File: src/rtl/pu_phase_sequencer_pkg.sv
// -----------------------------------------------------------------------------
// pu_phase_sequencer_pkg
//   Shared definitions for the per-cell position-update phase sequencer:
//   null-address constants, the phase state encoding and a small helper
//   for testing the null flag of a 33-bit address.
// -----------------------------------------------------------------------------
package pu_phase_sequencer_pkg;

  // Bit 32 set with zero low bits means "no address".
  localparam logic [32:0] NULL33 = 33'h1_0000_0000;
  // Empty particle entry: bit 96 is the null/end-of-list flag.
  localparam logic [96:0] NULL97 = {1'b1, 96'h0};

  typedef enum logic [2:0] {
    ST_IDLE   = 3'd0,
    ST_INIT   = 3'd1,
    ST_STREAM = 3'd2,
    ST_DRAIN  = 3'd3,
    ST_CLEAR  = 3'd4,
    ST_SWAP   = 3'd5
  } phase_state_e;

  function automatic logic addr_is_null(input logic [32:0] addr);
    return addr[32];
  endfunction

endpackage

File: src/rtl/pu_phase_sequencer.sv
// -----------------------------------------------------------------------------
// pu_phase_sequencer
//   Per-cell controller that walks one PositionUpdater through a full
//   position-update phase: clear the updater, stream the cell memory into it
//   (holding on back-pressure), wait for global quiescence, null-fill the stale
//   tail slots and swap the double buffer.
//
// Ports
//   clk            in   clock, rising edge
//   rst            in   asynchronous active-low reset
//   start          in   one-cycle phase start request (honoured only when idle)
//   rd_null        in   null flag of the entry at rd_addr (end of list)
//   pu_block       in   updater back-pressure: hold rd_addr
//   pu_we          in   updater write strobe (slots filled)
//   pu_done        in   updater done
//   all_done       in   global done (all cells done, ring empty)
//   rd_addr        out  [32:0] cell memory read address, bit 32 = null
//   rd_en          out  cell memory read enable
//   pu_ready       out  updater internal clear pulse
//   overwrite_addr out  [32:0] updater overwrite address, bit 32 = null
//   cell_id        out  [32:0] constant cell index
//   double_buffer  out  [1:0] one-hot active buffer select
//   stop_we        out  write freeze outside an active phase
//   busy           out  high whenever not idle
//   phase_done     out  one-cycle pulse on phase completion
// -----------------------------------------------------------------------------
import pu_phase_sequencer_pkg::*;

module pu_phase_sequencer #(
  parameter int unsigned DBSIZE    = 256,
  parameter int unsigned CELL_ID   = 0,
  parameter int unsigned QUIET_CYC = 4
) (
  input  logic        clk,
  input  logic        rst,
  input  logic        start,
  input  logic        rd_null,
  input  logic        pu_block,
  input  logic        pu_we,
  input  logic        pu_done,
  input  logic        all_done,
  output logic [32:0] rd_addr,
  output logic        rd_en,
  output logic        pu_ready,
  output logic [32:0] overwrite_addr,
  output logic [32:0] cell_id,
  output logic [1:0]  double_buffer,
  output logic        stop_we,
  output logic        busy,
  output logic        phase_done
);

  localparam int unsigned WCW = $clog2(DBSIZE) + 1;
  localparam int unsigned QCW = $clog2(QUIET_CYC) + 1;

  localparam logic [WCW-1:0] WCNT_MAX   = WCW'(DBSIZE);
  localparam logic [32:0]    LAST_ADDR  = 33'(DBSIZE - 1);
  localparam logic [QCW-1:0] QUIET_LAST = QCW'(QUIET_CYC - 1);

  phase_state_e   state_q;
  logic [32:0]    rd_addr_q;
  logic           rd_en_q;
  logic           pu_ready_q;
  logic [32:0]    ow_addr_q;
  logic [1:0]     db_q;
  logic           stop_we_q;
  logic           busy_q;
  logic           phase_done_q;
  logic [WCW-1:0] wr_cnt_q;
  logic [WCW-1:0] wr_cnt_d;
  logic [QCW-1:0] quiet_cnt_q;
  logic           quiet_s;
  logic           count_en_s;

  // Slot-fill counter next value: counts updater writes while streaming or
  // draining, saturating at a full buffer.
  always_comb begin
    quiet_s    = pu_done & all_done;
    count_en_s = (state_q == ST_STREAM) || (state_q == ST_DRAIN);
    if (count_en_s && pu_we && (wr_cnt_q != WCNT_MAX)) begin
      wr_cnt_d = wr_cnt_q + WCW'(1);
    end else begin
      wr_cnt_d = wr_cnt_q;
    end
  end

  // Phase FSM with its counters and registered outputs.
  always_ff @(posedge clk or negedge rst) begin
    if (!rst) begin
      state_q      <= ST_IDLE;
      rd_addr_q    <= NULL33;
      rd_en_q      <= 1'b0;
      pu_ready_q   <= 1'b0;
      ow_addr_q    <= NULL33;
      db_q         <= 2'b01;
      stop_we_q    <= 1'b1;
      busy_q       <= 1'b0;
      phase_done_q <= 1'b0;
      wr_cnt_q     <= '0;
      quiet_cnt_q  <= '0;
    end else begin
      phase_done_q <= 1'b0;
      wr_cnt_q     <= wr_cnt_d;
      case (state_q)
        ST_IDLE: begin
          if (start) begin
            state_q     <= ST_INIT;
            pu_ready_q  <= 1'b1;
            stop_we_q   <= 1'b0;
            busy_q      <= 1'b1;
            rd_addr_q   <= 33'd0;
            wr_cnt_q    <= '0;
            quiet_cnt_q <= '0;
          end else begin
            stop_we_q <= 1'b1;
          end
        end
        ST_INIT: begin
          state_q    <= ST_STREAM;
          pu_ready_q <= 1'b0;
          rd_en_q    <= 1'b1;
        end
        ST_STREAM: begin
          // Back-pressure wins over end-of-list; rd_null is looked at again
          // once the block lifts.
          if (pu_block) begin
            rd_addr_q <= rd_addr_q;
          end else if (rd_null || (rd_addr_q == LAST_ADDR)) begin
            state_q   <= ST_DRAIN;
            rd_addr_q <= NULL33;
            rd_en_q   <= 1'b0;
          end else begin
            rd_addr_q <= rd_addr_q + 33'd1;
          end
        end
        ST_DRAIN: begin
          if (!quiet_s) begin
            quiet_cnt_q <= '0;
          end else if (quiet_cnt_q == QUIET_LAST) begin
            quiet_cnt_q <= '0;
            state_q     <= ST_CLEAR;
            // Use the count including this cycle's write; a full buffer has
            // no stale tail, so the clear pointer stays null.
            ow_addr_q   <= (wr_cnt_d == WCNT_MAX) ? NULL33 : 33'(wr_cnt_d);
          end else begin
            quiet_cnt_q <= quiet_cnt_q + QCW'(1);
          end
        end
        ST_CLEAR: begin
          if (addr_is_null(ow_addr_q) || (ow_addr_q == LAST_ADDR)) begin
            ow_addr_q    <= NULL33;
            state_q      <= ST_SWAP;
            db_q         <= {db_q[0], db_q[1]};
            phase_done_q <= 1'b1;
            stop_we_q    <= 1'b1;
          end else begin
            ow_addr_q <= ow_addr_q + 33'd1;
          end
        end
        ST_SWAP: begin
          state_q <= ST_IDLE;
          busy_q  <= 1'b0;
        end
        default: begin
          // Unreachable encodings recover to a safe idle.
          state_q     <= ST_IDLE;
          rd_addr_q   <= NULL33;
          rd_en_q     <= 1'b0;
          pu_ready_q  <= 1'b0;
          ow_addr_q   <= NULL33;
          stop_we_q   <= 1'b1;
          busy_q      <= 1'b0;
          quiet_cnt_q <= '0;
        end
      endcase
    end
  end

  assign rd_addr        = rd_addr_q;
  assign rd_en          = rd_en_q;
  assign pu_ready       = pu_ready_q;
  assign overwrite_addr = ow_addr_q;
  assign cell_id        = 33'(CELL_ID);
  assign double_buffer  = db_q;
  assign stop_we        = stop_we_q;
  assign busy           = busy_q;
  assign phase_done     = phase_done_q;

endmodule

File: config.mk
export PLATFORM = sky130hd
export DESIGN_NAME = pu_phase_sequencer
export DESIGN_NICKNAME = d
export VERILOG_FILES = /design/src/rtl/pu_phase_sequencer_pkg.sv /design/src/rtl/pu_phase_sequencer.sv
export SDC_FILE = /design/constraint.sdc
export NUM_CORES = 1
export LEC_CHECK = 0
export ABC_AREA = 1
export CAP_MARGIN = 40
export CORE_MARGIN = 1.5
export CORE_UTILIZATION = 57
export CTS_CLUSTER_SIZE = 30
export DETAILED_ROUTE_END_ITERATION = 12
export GPL_TIMING_DRIVEN = 0
export MAX_ROUTING_LAYER = met4
export PLACE_DENSITY = 0.84
export SYNTH_ARGS = -nofsm -noshare
export SYNTH_HDL_FRONTEND = slang
export SYNTH_SLANG_ARGS = --single-unit
File: constraint.sdc
create_clock -name clk -period 4.75 [get_ports clk]
set_input_delay 1.1875 -clock clk [delete_from_list [all_inputs] [get_ports clk]]
set_output_delay 1.1875 -clock clk [all_outputs]
set_load 0.05 [all_outputs]
==> Yosys cells after proc, flatten, opt, wreduce, memory -nomap -nowiden <==
Index checks and enable logic that the tools add are counted.
{ "op_classes": {"addsub": 4, "n_eq_ne": 16, "mux": 34, "n_bitwise": 8, "reduce_logical": 22} }
{ "ops": {"columns": ["operator", "count"], "rows": [
  ["2-to-1 mux 33 bit", 7],
  ["case mux 33 bit (3 select lines)", 2],
  ["adder 33 x 1 -> 33 bit (second input constant)", 2],
  ["equality test 33 x 8 -> 1 bit (second input constant)", 2],
  ["OR reduction 4 bit", 7],
  ["2-to-1 mux 3 bit", 9],
  ["2-to-1 mux 9 bit", 3],
  ["case mux 3 bit (5 select lines)", 1],
  ["AND reduction 2 bit", 5],
  ["adder 9 x 1 -> 9 bit (second input constant)", 1],
  ["equality test 3 x 2 -> 1 bit (second input constant)", 3],
  ["equality test 9 bit (second input constant)", 1],
  ["!= test 9 bit (second input constant)", 1],
  ["case mux 3 bit (3 select lines)", 1],
  ["AND reduction 3 bit", 3],
  ["!= test 2 bit (second input constant)", 4],
  ["2-to-1 mux 1 bit", 7],
  ["NOT 1 bit", 7],
  ["equality test 3 bit (second input constant)", 2],
  ["case mux 1 bit (3 select lines)", 2],
  ["AND reduction 6 bit", 1],
  ["!= test 2 x 1 -> 1 bit (second input constant)", 2],
  ["case mux 1 bit (2 select lines)", 2],
  ["adder 3 x 1 -> 3 bit (second input constant)", 1],
  ["other kinds (5)", 8]
]} }
{ "totals": {"regBits": 88, "inputBits": 8, "output_inout_bits": 106, "elab_cells": 95} }

==> Logic depth before layout (Yosys ltp) <==
Gate-level depths: netlist (run 1).
{ "logic_depth": {"word_depth": 10, "mapped_depth": 15, "depth_no_buf": 15} }

==> Worst setup path before layout (run 1) <==
Ideal clock, no wire load.
{ "synth_timing": {"path_type": "input to register", "start": "in pu_we", "end": "reg ow_addr_q[8] (netlist: overwrite_addr[8])", "setup_ns": 0.116, "arrival_ns": 2.096, "required_time_ns": 4.634, "slack_ns": 2.537, "path_stages": 13, "path_buffers": 0, "path_cell_list": "nand3_2 > nor2_1 > nand2_1 > nand2_1 > nand2_1 > inv_1 > nand2_1 > nor2_1 > nand2_1 > nand2_1 > nand2_1 > nand2_1 > nand2_1"} }
{ "synth_between": {"elab_chain_len": 8} }
{ "synth_lines": {"columns": ["item", "line", "rtl"], "rows": [
  ["start, declared", "pu_phase_sequencer.sv:39", "input logic pu_we,"],
  ["logical AND 1 bit * (2 in series)", "pu_phase_sequencer.sv:80", "if (count_en_s && pu_we && (wr_cnt_q != WCNT_MAX)) begin"],
  ["2-to-1 mux 9 bit *", "pu_phase_sequencer.sv:80", null],
  ["equality test 9 bit", "pu_phase_sequencer.sv:144", "ow_addr_q <= (wr_cnt_d == WCNT_MAX) ? NULL33 : 33'(wr_cnt_d);"],
  ["2-to-1 mux 33 bit *", "pu_phase_sequencer.sv:144", null],
  ["2-to-1 mux 33 bit *", "pu_phase_sequencer.sv:139", "end else if (quiet_cnt_q == QUIET_LAST) begin"],
  ["2-to-1 mux 33 bit *", "pu_phase_sequencer.sv:137", "if (!quiet_s) begin"],
  ["case mux 33 bit (3 select lines) *", "pu_phase_sequencer.sv:104", "case (state_q)"],
  ["end signal, assigned", "pu_phase_sequencer.sv:144", null],
  ["end signal, assigned", "pu_phase_sequencer.sv:157", "ow_addr_q <= ow_addr_q + 33'd1;"],
  ["end, declared", "pu_phase_sequencer.sv:64", "logic [32:0] ow_addr_q;"]
]} }
Mark *: on every way between the ends. The rest lies on a longest branch, timed or not. The select of a mux whose other input is x is not followed.
A chain may end at the register's enable or synchronous reset.

==> Final worst setup path (run 1) <==
{ "layout_timing": {"start": "reg rd_addr_q[20] (netlist: rd_addr[20])", "end": "out rd_addr[20]"} }
{ "layout_rtl": {"columns": ["item", "line", "rtl"], "rows": [
  ["start, declared", "pu_phase_sequencer.sv:61", "logic [32:0] rd_addr_q;"],
  ["start signal, assigned", "pu_phase_sequencer.sv:127", "rd_addr_q <= rd_addr_q;"],
  ["start signal, assigned", "pu_phase_sequencer.sv:133", "rd_addr_q <= rd_addr_q + 33'd1;"],
  ["end, declared", "pu_phase_sequencer.sv:42", "output logic [32:0] rd_addr,"]
]} }
No word-level cell between the ends.

==> results of run 1 <==
report_power, final:
part,switching [mW],internal (mW),leakage (nW)
combinational,0.779,0.313,2.13
sequential,0.0629,0.823,1.20
clock,0.278,0.237,0.0963
final cells by class:
cell class / count / area [um^2]
clock buffers: 13 / 169
flip-flops and latches: 88 / 2210
clock inverters: 3 / 25.0
repair buffers: 81 / 826
plain buffers: 47 / 337
fillers: 854 / 2960
well taps: 136 / 170
inverters: 108 / 408
multi-input cells: 628 / 3080
tightest hold or removal path, cell delays in order, from the launching register on:
cell     delay [ps]
dfrtp_1         360
nand2_1          50
nand2_1          60
sequential cells by signal (all words and copies together), names as in the netlist, 2 cells and up:
name and cells:
overwrite_addr 33, rd_addr 33, wr_cnt_q 9, quiet_cnt_q 3
state_q 3, double_buffer 2
cells in the mapped netlist:
cell type and instances:
nor3_2 6, dfstp_2 4, o22ai_1 7, inv_1 100
clkbuf_1 2, inv_2 6, o21ai_0 25, nand3_1 54
nor2_4 3, nor3_1 31, conb_1 1, buf_6 3
or2_2 2, xor2_1 33, o21ai_1 6, nor4_1 2
a41oi_1 1, xnor2_1 5, dfrtp_1 84, nand2_4 1
inv_4 1, nand2_2 8, nor3b_1 2, a21boi_0 1
nor3_4 2, nand3b_4 1, a21oi_1 19, nand3b_1 3
a31oi_1 3, nor2_1 123, a21oi_2 1, nand4_1 32
nor2_2 6, nand2_1 208, clkinv_1 1, nand3_2 5
buf_4 34, ha_1 5, buf_2 8
worst paths after layout:
kind | to | depth (start not counted) | from | slack [ps]
max | rd_addr[20] | 1 | rd_addr[20]$_DFFE_PN0P_ | 1810
min | busy$_DFFE_PN0P_ | 2 | busy$_DFFE_PN0P_ | 500
max reg2reg | overwrite_addr[11]$_DFFE_PN0P_ | 11 | overwrite_addr[0]$_DFFE_PN0P_ | 2690
min reg2reg | busy$_DFFE_PN0P_ | 2 | busy$_DFFE_PN0P_ | 500
max in group asynchronous | double_buffer[0]$_DFFE_PN1P_ | 2 | rst | 3280
min in group asynchronous | overwrite_addr[30]$_DFFE_PN0P_ | 1 | rst | 790
per-stage QoR:
stage / worst slack [ps] / util [%] / instances
floorplan: 2540 / - / 871
global placement: -674 / 68.8 / 1087
detailed placement: 1710 / 69.0 / 1088
CTS: 1810 / 70.9 / 1104
global route: 1770 / 70.9 / 1104
finish: 1810 / 70.9 / 1104
logic make-up after synthesis:
| family | after synthesis |
|---|---|
| compound gates | 63 |
| xor+xnor | 38 |
| fa+ha+maj | 5 |
| buf+inv | 155 |
| flops | 88 |
| other cells | 1 |
| simple gates | 489 |
per-layer routing:
metal,global-route usage (%),vias to the layer above
met4,9.59,0
met5,-,-
met3,3.49,27
met1,38.9,2557
met2,45.5,211
li1,-,2859
==> flow_summary.json, run 1 <==
{
  "p_per_area_mw_per_mm2": 345,
  "clockRootBuffer": "clkbuf_8",
  "routed_wirelength_um": 15000,
  "die_y_um": 105,
  "path_cells": "clkdlybuf4s50_1",
  "grt_overflow_total": 0,
  "vdd_drop_max_v": 0.000208,
  "dr.max_layer_used": "met4",
  "mostFrequentLayoutCell": "nand2_1",
  "grt_max_degree": 53,
  "wl_met2_um": 7120,
  "finalNetCount": 976,
  "period_needed_ps": 2940,
  "rsz0062_at_grt": "no",
  "rows": 37,
  "synth_warnings": 0,
  "dpl_cell_area_mm2": 0.00703,
  "wl_per_cell_um": 13.6,
  "synth_compound_area_share_pct": 5.71,
  "antenna_found_initial": 0,
  "fmax_mhz": 340,
  "cap_violations": 0,
  "syn-mean-instance-area_um2": 7.05,
  "netlist_area_mm2": 0.00591,
  "hold_buffers": 0,
  "initial_core_util_pct": 58.1,
  "max_stage_delay_ps": 870,
  "synth_top_family_by_area": "simple AND/OR/NAND/NOR gates",
  "clk_latency_ps": 360,
  "skew_ps": 19.2,
  "cp-end-kind": "primary output",
  "die_width_um": 105,
  "worstMarginPinSlew_ps": 555,
  "min-delay-path-class": "reg2reg",
  "via_per_inst": 5.12,
  "n_antenna_cell": 0,
  "post-route-period-util_pct": 61.9,
  "cts_max_level": 3,
  "arrival_ps": 1750,
  "clk_pin_slew_ps": 100,
  "first_pass_iters": 5,
  "synthMuxAreaShare_pct": 0,
  "track_usage_pct": 28.9,
  "synth-simple-area-share_pct": 37.6,
  "vias": 5654,
  "synth_cell_type_count": 39,
  "leakage_nw": 3.42,
  "path_buf_inv": 1,
  "postSynthCellCount": 839,
  "synthAdderAreaFrac_pct": 1.06,
  "critPathKind": "reg2out",
  "grt_pass1_wl_um": 25200,
  "synth_area_leaders": "dfrtp_1 (36%), nand2_1 (13%), nor2_1 (7.8%)",
  "cts_resized": 0,
  "gp_congestion": 0.955,
  "fin_area_mm2": 0.00722,
  "drtIter0Drc": 327,
  "yosysTopAreaCellShare_pct": 35.5,
  "relSlewSlack_pct": 62.9,
  "maxSlewViolCount": 0,
  "cp.required_ps": 3560,
  "final_cell_mix": "nand2_1 (208), nor2_1 (123), inv_1 (100)",
  "cts.sinks": 88,
  "setup_viol": 0,
  "drive_above_1_share_pct": 11.2,
  "drt-met1-wl_um": 6700,
  "wl_met3_um": 872,
  "synth_xor_area_share_pct": 5.63,
  "cp_max_fo": 8,
  "slowest_stage": "clkdlybuf4s50_1",
  "first_global_vias": 5283,
  "ios": 114,
  "syn2layout_area_growth_pct": 22.1,
  "cts_buffer_depth": 2,
  "io_buffers": 80,
  "cp_top_family": "buffers and inverters",
  "fin_hold_ws_ps": 499,
  "core_area_mm2": 0.0102,
  "cts_buffers": 9,
  "hold_viol_final": 0,
  "place_hpwl_um": 11600,
  "ys_seq_area_share_pct": 37.3,
  "status": "complete, no violations",
  "finalPower_mw": 2.49,
  "synth_largest_area_cell": "dfrtp_1",
  "antenna_left": 0,
  "dieArea_mm2": 0.0110,
  "startpoint_type": "register",
  "postCtsSetupRepairBufs": 0,
  "cts_tree": "built",
  "drt_drc_violations_left": 0,
  "tns_ps": 0,
  "ys_ff_latch": 88
}
Note: power is estimated with default switching activity, not from simulation.
==> run 2: changes to the inputs <==
- CORE_UTILIZATION: 57 -> 53
- PLACE_DENSITY: 0.84 -> 0.78
- clock period: 4.75 -> 2.99 ns (I/O delays scaled with it)
==> run 2 against run 1 <==
Setup slack got worse by 1300 ps. Die area rose by 7.3%. Clock skew fell by 6.7 ps. Core utilization fell by 4.4 points. Register-to-register slack got worse by 1800 ps. First-iteration DRC count rose by 26%. Global-route usage fell by 0.62 points. Design area fell by 0.12%. Critical path type unchanged. Largest cell class unchanged. Highest routed layer unchanged.
==> flow_summary.json, run 2 (same netlist as run 1, synthesis figures left out) <==
{
  "track_usage_pct": 28.3,
  "antenna_left": 0,
  "p_per_area_mw_per_mm2": 546,
  "gp_congestion": 0.920,
  "drtIter0Drc": 413,
  "status": "complete, no violations",
  "arrival_ps": 1770,
  "drive_above_1_share_pct": 11.3,
  "wl_per_cell_um": 13.9,
  "min-delay-path-class": "in2async",
  "leakage_nw": 3.41,
  "cts_buffers": 9,
  "first_pass_iters": 6,
  "setup_viol": 0,
  "vias": 5687,
  "clockRootBuffer": "clkbuf_8",
  "dieArea_mm2": 0.0118,
  "rows": 38,
  "initial_core_util_pct": 54.6,
  "maxSlewViolCount": 0,
  "max_stage_delay_ps": 870,
  "syn2layout_area_growth_pct": 22.0,
  "hold_buffers": 0,
  "die_y_um": 109,
  "rsz0062_at_grt": "no",
  "antenna_found_initial": 0,
  "grt_overflow_total": 0,
  "slowest_stage": "clkdlybuf4s50_1",
  "worstMarginPinSlew_ps": 568,
  "cts.sinks": 88,
  "relSlewSlack_pct": 62.0,
  "n_antenna_cell": 0,
  "p_comb_share_pct": 44.2,
  "grt_max_degree": 54,
  "cap_violations": 0,
  "post-route-period-util_pct": 84.2,
  "dp.cells": 1092,
  "fmax_mhz": 397,
  "timing.reg2reg.setup_slack_ps": 940,
  "cts_max_level": 3,
  "fin_area_mm2": 0.00722,
  "cts_buffer_depth": 2,
  "path_cells": "clkdlybuf4s50_1",
  "cp-end-kind": "primary output",
  "hold_viol_final": 0,
  "netSwitchingFraction_pct": 46.4,
  "power_frac_seq_pct": 35.7,
  "p_clk_share_pct": 20.2,
  "place_hpwl_um": 11800,
  "cp.required_ps": 2240,
  "finalNetCount": 976,
  "vdd_drop_max_v": 0.000321,
  "io_buffers": 80,
  "power_switching_mw": 1.83,
  "via_per_inst": 5.13,
  "mostFrequentLayoutCell": "nand2_1",
  "routed_wirelength_um": 15300,
  "skew_ps": 12.5,
  "clk_pin_slew_ps": 100,
  "fin_hold_ws_ps": 313,
  "final_cell_mix": "nand2_1 (208), nor2_1 (123), inv_1 (100)",
  "cts_tree": "built",
  "first_global_vias": 5218,
  "dpl_cell_area_mm2": 0.00704,
  "period_needed_ps": 2520,
  "post-route-util_pct": 66.6,
  "cts_resized": 0,
  "cp_top_family": "buffers and inverters",
  "intPower_mw": 2.11,
  "core_area_mm2": 0.0108,
  "drt_drc_violations_left": 0,
  "startpoint_type": "register",
  "postCtsSetupRepairBufs": 0,
  "clk_latency_ps": 370,
  "ios": 114,
  "cp_max_fo": 8,
  "die_width_um": 109,
  "stdcell_count": 1108,
  "path_buf_inv": 1,
  "grt_pass1_wl_um": 25400,
  "critPathKind": "reg2out",
  "finalPower_mw": 3.94
}
-- run 2: worst paths after layout --
check | to | from | cells after the start
max in group asynchronous | stop_we$_DFFE_PN1P_ | rst | 2
worst max register to register | rd_addr[6]$_DFFE_PN0P_ | rd_addr[1]$_DFFE_PN0P_ | 11
worst min register to register | rd_en$_DFFE_PN0P_ | rd_en$_DFFE_PN0P_ | 2
worst min-delay path | rd_addr[31]$_DFFE_PN0P_ | rst | 1
worst max-delay path | rd_addr[19] | rd_addr[19]$_DFFE_PN0P_ | 1
min in group clk | rd_en$_DFFE_PN0P_ | rd_en$_DFFE_PN0P_ | 2
-- run 2: through the flow --
| step | setup TNS [ps] | worst slack (ps) |
|---|---|---|
| 3_5_place_dp | 0 | 414 |
| 5_1_grt | 0 | 413 |
| 4_1_cts | 0 | 465 |
| 6_report | 0 | 473 |
| 2_1_floorplan | 0 | 915 |
| 3_3_place_gp | -174190 | -2030 |
-- run 2: layout make-up --
cell class | count | area [um^2]
fill | 981 | 3620
multi-input combinational | 628 | 3080
sequential | 88 | 2210
timing repair buffer | 81 | 826
inverter | 108 | 408
buffer | 47 | 337
tap | 140 | 175
clock buffer | 9 | 124
clock inverter | 7 | 56.3
-- run 2: routing by layer --
layer | vias to the layer above | share of wire [%] | track usage, %
met5 | - | 0 | -
met4 | 0 | 1.3 | 7.61
met3 | 26 | 5.8 | 4.84
met2 | 169 | 47 | 43.8
met1 | 2626 | 46 | 38.5
li1 | 2866 | - | -
-- run 2: power by group through the flow --
| stage | clock (mW) | sequential (mW) | combinational (mW) |
|---|---|---|---|
| after floorplan | 0 | 1.60 | 1.07 |
| after global placement | 0 | 1.43 | 1.72 |
| after detailed placement | 0 | 1.43 | 1.73 |
| after CTS | 0.808 | 1.41 | 1.74 |
| after global routing | 0.857 | 1.42 | 1.92 |
| final | 0.795 | 1.41 | 1.74 |
